## src/rtl/alu_seq_pkg.sv

```systemverilog
// Shared opcode, FSM state and ALU control encodings for the sequenced ALU controller.
package alu_seq_pkg;

  typedef enum logic [2:0] {
    OP_ADD  = 3'd0,
    OP_SUB  = 3'd1,
    OP_RSUB = 3'd2,
    OP_INC  = 3'd3,
    OP_DEC  = 3'd4,
    OP_OR   = 3'd5,
    OP_PASS = 3'd6,
    OP_MUL  = 3'd7
  } opcode_e;

  localparam logic [1:0] ST_IDLE = 2'd0;
  localparam logic [1:0] ST_EXEC = 2'd1;
  localparam logic [1:0] ST_MUL  = 2'd2;
  localparam logic [1:0] ST_RESP = 2'd3;

  // Bit positions inside the 5-bit ALU control word {InvA,InvB,cIn,ORen,FloodCarry}.
  localparam int CTRL_INVA  = 4;
  localparam int CTRL_INVB  = 3;
  localparam int CTRL_CIN   = 2;
  localparam int CTRL_OREN  = 1;
  localparam int CTRL_FLOOD = 0;

  localparam logic [4:0] CTRL_ADD  = 5'b00000;
  localparam logic [4:0] CTRL_SUB  = (5'b1 << CTRL_INVB) | (5'b1 << CTRL_CIN);
  localparam logic [4:0] CTRL_RSUB = (5'b1 << CTRL_INVA) | (5'b1 << CTRL_CIN);
  localparam logic [4:0] CTRL_INC  = (5'b1 << CTRL_CIN);
  localparam logic [4:0] CTRL_DEC  = (5'b1 << CTRL_INVB);
  localparam logic [4:0] CTRL_OR   = (5'b1 << CTRL_OREN);
  localparam logic [4:0] CTRL_PASS = 5'b00000;

  function automatic logic [4:0] op_ctrl(input opcode_e op);
    logic [4:0] ctrl;
    ctrl = 5'b00000;
    case (op)
      OP_ADD:  ctrl = CTRL_ADD;
      OP_SUB:  ctrl = CTRL_SUB;
      OP_RSUB: ctrl = CTRL_RSUB;
      OP_INC:  ctrl = CTRL_INC;
      OP_DEC:  ctrl = CTRL_DEC;
      OP_OR:   ctrl = CTRL_OR;
      OP_PASS: ctrl = CTRL_PASS;
      default: ctrl = 5'b00000;
    endcase
    return ctrl;
  endfunction

  // INC, DEC and PASS present a zero B operand to the adder.
  function automatic logic op_uses_b(input opcode_e op);
    return (op == OP_ADD) || (op == OP_SUB) || (op == OP_RSUB) || (op == OP_OR);
  endfunction

endpackage

```

## src/rtl/alu_rr_arb2.sv

```systemverilog
// Two-requester round-robin arbiter; the priority pointer moves away from each accepted grant.
module alu_rr_arb2 (
  input  logic       clk,
  input  logic       rst,
  input  logic [1:0] req,
  input  logic       accept,
  output logic [1:0] grant
);

  logic prio_reg;

  for (genvar gi = 0; gi < 2; gi++) begin : g_grant
    assign grant[gi] = req[gi] & (~req[1-gi] | (prio_reg == 1'(gi)));
  end

  always_ff @(posedge clk) begin
    if (rst) begin
      prio_reg <= 1'b0;
    end else if (accept) begin
      prio_reg <= grant[0];
    end
  end

endmodule

```

## src/rtl/alu_seq_ctrl.sv

```systemverilog
// Sequencer sharing one external ripple-carry ALU between two requesters.
// Define ALU_SEQ_CTRL_MUL_EN to make opcode 7 a shift-add multiply; otherwise it is reported as illegal.
module alu_seq_ctrl
  import alu_seq_pkg::*;
#(
  parameter int BitWidth = 4
) (
  input  logic                clk,
  input  logic                rst,
  input  logic [1:0]          req_valid,
  output logic [1:0]          req_ready,
  input  logic [2:0]          req0_op,
  input  logic [2:0]          req1_op,
  input  logic [BitWidth-1:0] req0_a,
  input  logic [BitWidth-1:0] req0_b,
  input  logic [BitWidth-1:0] req1_a,
  input  logic [BitWidth-1:0] req1_b,
  output logic                rsp_valid,
  input  logic                rsp_ready,
  output logic                rsp_id,
  output logic [BitWidth-1:0] rsp_data,
  output logic                rsp_cout,
  output logic                rsp_zero,
  output logic                rsp_ovf,
  output logic                rsp_err,
  output logic [4:0]          alu_ctrl,
  output logic [BitWidth-1:0] alu_dina,
  output logic [BitWidth-1:0] alu_dinb,
  input  logic [BitWidth-1:0] alu_dout,
  input  logic                alu_cout,
  input  logic                alu_zero,
  input  logic                alu_ovf,
  output logic                busy
);

  logic [1:0]          state_reg;
  opcode_e             op_reg;
  logic [BitWidth-1:0] a_reg;
  logic [BitWidth-1:0] b_reg;
  logic                id_reg;

  logic                rsp_valid_reg;
  logic                rsp_id_reg;
  logic [BitWidth-1:0] rsp_data_reg;
  logic                rsp_cout_reg;
  logic                rsp_zero_reg;
  logic                rsp_ovf_reg;
  logic                rsp_err_reg;

  logic [1:0]          grant;
  logic                accept;
  logic                sel;
  opcode_e             sel_op;
  logic [BitWidth-1:0] sel_a;
  logic [BitWidth-1:0] sel_b;

  alu_rr_arb2 u_arb (
    .clk    (clk),
    .rst    (rst),
    .req    (req_valid),
    .accept (accept),
    .grant  (grant)
  );

  // Ready is gated by reset so nothing can transfer in the reset cycle.
  assign req_ready = (state_reg == ST_IDLE && !rst) ? grant : 2'b00;
  assign accept    = |(req_valid & req_ready);
  assign sel       = grant[1];
  assign sel_op    = sel ? opcode_e'(req1_op) : opcode_e'(req0_op);
  assign sel_a     = sel ? req1_a : req0_a;
  assign sel_b     = sel ? req1_b : req0_b;

  assign busy      = (state_reg != ST_IDLE);
  assign rsp_valid = rsp_valid_reg;
  assign rsp_id    = rsp_id_reg;
  assign rsp_data  = rsp_data_reg;
  assign rsp_cout  = rsp_cout_reg;
  assign rsp_zero  = rsp_zero_reg;
  assign rsp_ovf   = rsp_ovf_reg;
  assign rsp_err   = rsp_err_reg;

`ifdef ALU_SEQ_CTRL_MUL_EN
  localparam int CntW = $clog2(BitWidth) + 1;

  logic [BitWidth-1:0] acc_reg;
  logic [BitWidth-1:0] mcand_reg;
  logic [BitWidth-1:0] mplier_reg;
  logic [CntW-1:0]     cnt_reg;
  logic                ovf_reg;
  logic                mul_ovf_step;
  logic                mul_last;

  // A lost mcand bit only matters if a remaining multiplier bit would still add it in.
  assign mul_ovf_step = (mplier_reg[0] & alu_cout) |
                        (mcand_reg[BitWidth-1] & ((mplier_reg >> 1) != '0));
  assign mul_last     = (cnt_reg == CntW'(BitWidth - 1));

  always_ff @(posedge clk) begin
    if (rst) begin
      acc_reg    <= '0;
      mcand_reg  <= '0;
      mplier_reg <= '0;
      cnt_reg    <= '0;
      ovf_reg    <= 1'b0;
    end else if (accept) begin
      acc_reg    <= '0;
      mcand_reg  <= sel_a;
      mplier_reg <= sel_b;
      cnt_reg    <= '0;
      ovf_reg    <= 1'b0;
    end else if (state_reg == ST_MUL) begin
      acc_reg    <= alu_dout;
      mcand_reg  <= mcand_reg << 1;
      mplier_reg <= mplier_reg >> 1;
      cnt_reg    <= cnt_reg + CntW'(1);
      ovf_reg    <= ovf_reg | mul_ovf_step;
    end
  end
`endif

  always_comb begin
    alu_ctrl = 5'b00000;
    alu_dina = '0;
    alu_dinb = '0;
    if (state_reg == ST_EXEC && op_reg != OP_MUL) begin
      alu_ctrl = op_ctrl(op_reg);
      alu_dina = a_reg;
      alu_dinb = op_uses_b(op_reg) ? b_reg : '0;
    end
`ifdef ALU_SEQ_CTRL_MUL_EN
    if (state_reg == ST_MUL) begin
      alu_ctrl = CTRL_ADD;
      alu_dina = acc_reg;
      alu_dinb = mplier_reg[0] ? mcand_reg : '0;
    end
`endif
  end

  always_ff @(posedge clk) begin
    if (rst) begin
      state_reg     <= ST_IDLE;
      op_reg        <= OP_ADD;
      a_reg         <= '0;
      b_reg         <= '0;
      id_reg        <= 1'b0;
      rsp_valid_reg <= 1'b0;
      rsp_id_reg    <= 1'b0;
      rsp_data_reg  <= '0;
      rsp_cout_reg  <= 1'b0;
      rsp_zero_reg  <= 1'b0;
      rsp_ovf_reg   <= 1'b0;
      rsp_err_reg   <= 1'b0;
    end else begin
      case (state_reg)
        ST_IDLE: begin
          if (accept) begin
            op_reg <= sel_op;
            a_reg  <= sel_a;
            b_reg  <= sel_b;
            id_reg <= sel;
`ifdef ALU_SEQ_CTRL_MUL_EN
            state_reg <= (sel_op == OP_MUL) ? ST_MUL : ST_EXEC;
`else
            state_reg <= ST_EXEC;
`endif
          end
        end
        ST_EXEC: begin
          rsp_valid_reg <= 1'b1;
          rsp_id_reg    <= id_reg;
          // Only reachable with opcode 7 when the multiplier is compiled out.
          if (op_reg == OP_MUL) begin
            rsp_data_reg <= '0;
            rsp_cout_reg <= 1'b0;
            rsp_zero_reg <= 1'b0;
            rsp_ovf_reg  <= 1'b0;
            rsp_err_reg  <= 1'b1;
          end else begin
            rsp_data_reg <= alu_dout;
            rsp_cout_reg <= alu_cout;
            rsp_zero_reg <= alu_zero;
            rsp_ovf_reg  <= alu_ovf;
            rsp_err_reg  <= 1'b0;
          end
          state_reg <= ST_RESP;
        end
`ifdef ALU_SEQ_CTRL_MUL_EN
        ST_MUL: begin
          if (mul_last) begin
            rsp_valid_reg <= 1'b1;
            rsp_id_reg    <= id_reg;
            rsp_data_reg  <= alu_dout;
            rsp_cout_reg  <= 1'b0;
            rsp_zero_reg  <= (alu_dout == '0);
            rsp_ovf_reg   <= ovf_reg | mul_ovf_step;
            rsp_err_reg   <= 1'b0;
            state_reg     <= ST_RESP;
          end
        end
`endif
        ST_RESP: begin
          if (rsp_ready) begin
            rsp_valid_reg <= 1'b0;
            state_reg     <= ST_IDLE;
          end
        end
        default: state_reg <= ST_IDLE;
      endcase
    end
  end

endmodule

```

## config.mk

```make
export PLATFORM = sky130hd
export DESIGN_NAME = alu_seq_ctrl
export DESIGN_NICKNAME = d
export VERILOG_FILES = /design/src/rtl/alu_seq_pkg.sv /design/src/rtl/alu_rr_arb2.sv /design/src/rtl/alu_seq_ctrl.sv
export SDC_FILE = /design/constraint.sdc
export NUM_CORES = 1
export LEC_CHECK = 0
export CAP_MARGIN = 25
export CORE_MARGIN = 1
export CORE_UTILIZATION = 44
export CTS_BUF_LIST = sky130_fd_sc_hd__clkbuf_8 sky130_fd_sc_hd__clkbuf_16
export DETAILED_ROUTE_END_ITERATION = 8
export PLACE_DENSITY = 0.8
export REMOVE_ABC_BUFFERS = 1
export SLEW_MARGIN = 25
export SYNTH_ARGS = -nofsm -noshare
export SYNTH_HDL_FRONTEND = slang
export SYNTH_HIERARCHICAL = 1
export SYNTH_SLANG_ARGS = --single-unit
```

## constraint.sdc

```tcl
create_clock -name clk -period 2.8 [get_ports clk]
set_input_delay 0.28 -clock clk [delete_from_list [all_inputs] [get_ports clk]]
set_output_delay 0.28 -clock clk [all_outputs]
set_load 0.01 [all_outputs]
```

==> metrics.yaml <==
yosys:
  synth_edf_count: 0
  synth_top_cell_by_area: "dfxtp_1"
  avgSynthCellArea_um2: 9.92
  yosysSeqAreaShare: 0.379
  synth_top_area_share: 0.379
  synth-compound-area-share: 0.293
  yosys_register_bits: 25
  synth.area.mux_share: 0.0834
  yosysWarnings: 6
  synth_area_um2: 1320
  ys.flop_type: "dfxtp_1"
  async_flop_share: 0
  yosys.area_share.simple: 0.160
  syn_inst: 133
  synth_top_family_by_area: "compound AO/OA/AOI/OAI gates"
  synthAdderAreaFrac: 0.0190
  ys_types: 36
  synth_xor_area_frac: 0
  ys_top_cells_by_area: "dfxtp_1 (38%), a211oi_2 (9.5%), mux2i_1 (8.3%), a21oi_1 (5.7%), and2_1 (5.2%)"
timing:
  tns_ns: 0
  finalSetupViolations: 0
  setup_slack_ns: 0.322
  finalHoldViolCount: 0
  fin_crit_ns: 2.48
  clock_skew_ns: 0.00516
  drv_slew: 0
  min_period_over_period: 0.885
  rsz0062_at_grt: "no"
  max_clock_freq_ghz: 0.404
outcome:
  violations: "DRC"
  status: "complete, but fails checks"
critical_path:
  crit_chain: "inv_1 -> ha_1 -> nor3b_1 -> a21oi_1 -> nor3_1 -> clkdlybuf4s50_1"
  crit_slowest_cell: "clkdlybuf4s50_1"
  arrival_ns: 2.20
  critPathLaunchType: "flop"
  r2r_slack_ns: 1.16
  slowest_delay_ns: 0.56
  crit_type: "reg -> out"
  timing.rr.start: "u_arb/prio_reg$_SDFFE_PP0P_"
  crit_fanout: 8
  r2r-end: "u_arb/prio_reg$_SDFFE_PP0P_"
  rr_worst_depth: 7
  critPathCaptureType: "output pin"
  cp.required_ns: 2.52
pwr:
  power_switching_mw: 0.246
  cellPowerDensity_nw_per_um2: 444
  sw_frac_of_total: 0.285
  p_int_mw: 0.618
  p_leak_nw: 0.716
  sequentialPowerShare: 0.476
  clkPwrFrac: 0.243
  ir_worst_vdd_uv: 294
  combPwrFrac: 0.281
placed_design:
  dp_cells: 216
  placed_area_um2: 1900
  gp_congestion: 0.751
  numPortBuffers: 58
  pre_cts_slack_ns: 0.613
  dp_hpwl_um: 2200
global_routing:
  grt_usage: 0.205
  antenna_found_initial: 0
  grt_first_pass_wirelength_um: 5110
  grt_pass1_vias: 1124
  grt_max_degree: 22
  grt-ovfl-total: 0
finish:
  stdcell_count: 220
  fin_util: 0.694
  diodes: 0
  syn2layout_area_growth_pct: 47.5
  ff_latch_area_um2: 500
  fin_area_um2: 1950
  drive_above_1_share: 0.132
  multi_input_area_um2: 737
  nNetsFinal: 226
  fillerInstances: 229
clocking:
  path_clk_slew_ns: 0.09
  cts_tree: "done"
  cts_root_buffer: "clkbuf_8"
  post-cts-setup-buffer-count: 0
  cts_buffers: 3
  htreeDepth: 1
  clkLatencyLatePin_ns: 0.27
  clkSinkCount: 25
  cts_buffer_depth: 2
  cts_resized: 0
  postCtsHoldBufs: 0
die:
  die_area_um2: 3220
  rows: 19
  dieWidth_um: 56.8
  design.core.area_um2: 2810
  ios: 60
  start_util: 0.471
  die_y_um: 56.8
route:
  drt-vias-per-instance: 5.24
  drtAntennaViolNets: 0
  num_vias: 1152
  drtIter0Drc: 27
  dr.pass1.iters: 6
  route.detailed.drc: 8
  routed_wl_um: 2960
  wl_per_cell_um: 13.5
flow_run:
  drv_cap: 0
worst_hold_path:
  hp-class: "reg -> reg"
  holdPathStages: 2
  holdPathEnd: "rsp_id$_SDFFE_PP0P_"
  hold_path_startpoint: "id_reg$_SDFFE_PP0P_"
[metrics by stage]
stage               total power, mW  hold slack (ns)
detailed placement            0.662            0.439
finish                        0.864            0.450
floorplan                     0.541            0.345
CTS                           0.871            0.451
global route                  0.912            0.470
global placement              0.654            0.433
[critical path, delay by kind of cell, from the launching register on]
family          cells  cell delay [ns]
buf+inv             2             0.69
flops               1             0.51
fa+ha+maj           1             0.34
simple gates        2             0.32
compound gates      1             0.06
[power groups by stage]
stage / combinational [mW] / sequential, mW / clock, mW
floorplan: 0.122 / 0.419 / 0
global placement: 0.238 / 0.417 / 0
detailed placement: 0.243 / 0.419 / 0
CTS: 0.245 / 0.411 / 0.216
global route: 0.264 / 0.416 / 0.232
finish: 0.243 / 0.411 / 0.210
[final cells by class]
class	count	area share
multi-input combinational	93	0.379
timing repair buffer	61	0.310
sequential	25	0.257
clock buffer	3	0.0212
tap	31	0.0199
inverter	6	0.0116
clock inverter	1	0.00193
[synthesized netlist by cell type, types with 2 or more instances]
cell type  instances
buf_2              6
a211oi_2          10
a22o_1             7
inv_1              6
a21oi_1           15
dfxtp_1           25
and2_1            11
nor2_2             2
buf_6              2
nor3_1             4
nor3b_1            2
nand2_1            4
mux2i_1           11
ha_1               2
nor2_1             4
a211oi_1           2
[layer usage]
layer / share of wire / vias up / global-route usage
met5: 0 / - / 0
met4: 0.017 / 0 / 0.0836
met2: 0.48 / 49 / 0.364
li1: - / 587 / -
met3: 0.080 / 4 / 0.0438
met1: 0.43 / 512 / 0.236
[how the worst max path moves through the flow]
stage / start / end / slack [ns] / cells past startpoint
3_3_place_gp: op_reg[1]$_SDFFE_PP0P_ / alu_ctrl[3] / 0.71 / 6
2_1_floorplan: u_arb/prio_reg$_SDFFE_PP0P_ / u_arb/prio_reg$_SDFFE_PP0P_ / 0.23 / 6
3_5_place_dp: op_reg[1]$_SDFFE_PP0P_ / alu_ctrl[4] / 0.61 / 4
4_1_cts: op_reg[1]$_SDFFE_PP0P_ / alu_ctrl[4] / 0.31 / 4
5_1_grt: op_reg[1]$_SDFFE_PP0P_ / alu_ctrl[3] / 0.21 / 6
6_report: op_reg[1]$_SDFFE_PP0P_ / alu_ctrl[3] / 0.32 / 6
[placed cells by master (no fill, tap or decap), drive strengths merged]
master         count
clkdlybuf4s50     58
dfxtp             25
a21oi             15
and2              12
a211oi            12
mux2i             11
a22o               8
inv                7
nor2               6
nand2              4
nor3               4
clkbuf             3
buf                3
nor3b              3
ha                 2
a21boi             2
nand2b             1
a31oi              1
and3               1
o21a               1
and2b              1
o211a              1
nand3b             1
nor4b              1
o21ai              1
a311oi             1
nand3              1
a21bo              1
conb               1
a31o               1
[cells by family (layout without fill, tap and decap cells)]
kind of cell,after synthesis,in the layout
buffers and inverters,15,71
adder cells (fa/ha/maj),2,2
AND/OR/NAND/NOR,35,35
flip-flops,25,25
other,1,1
multiplexers,11,11
AO/OA/AOI/OAI,44,44
Power figures use the tool's default switching activity.
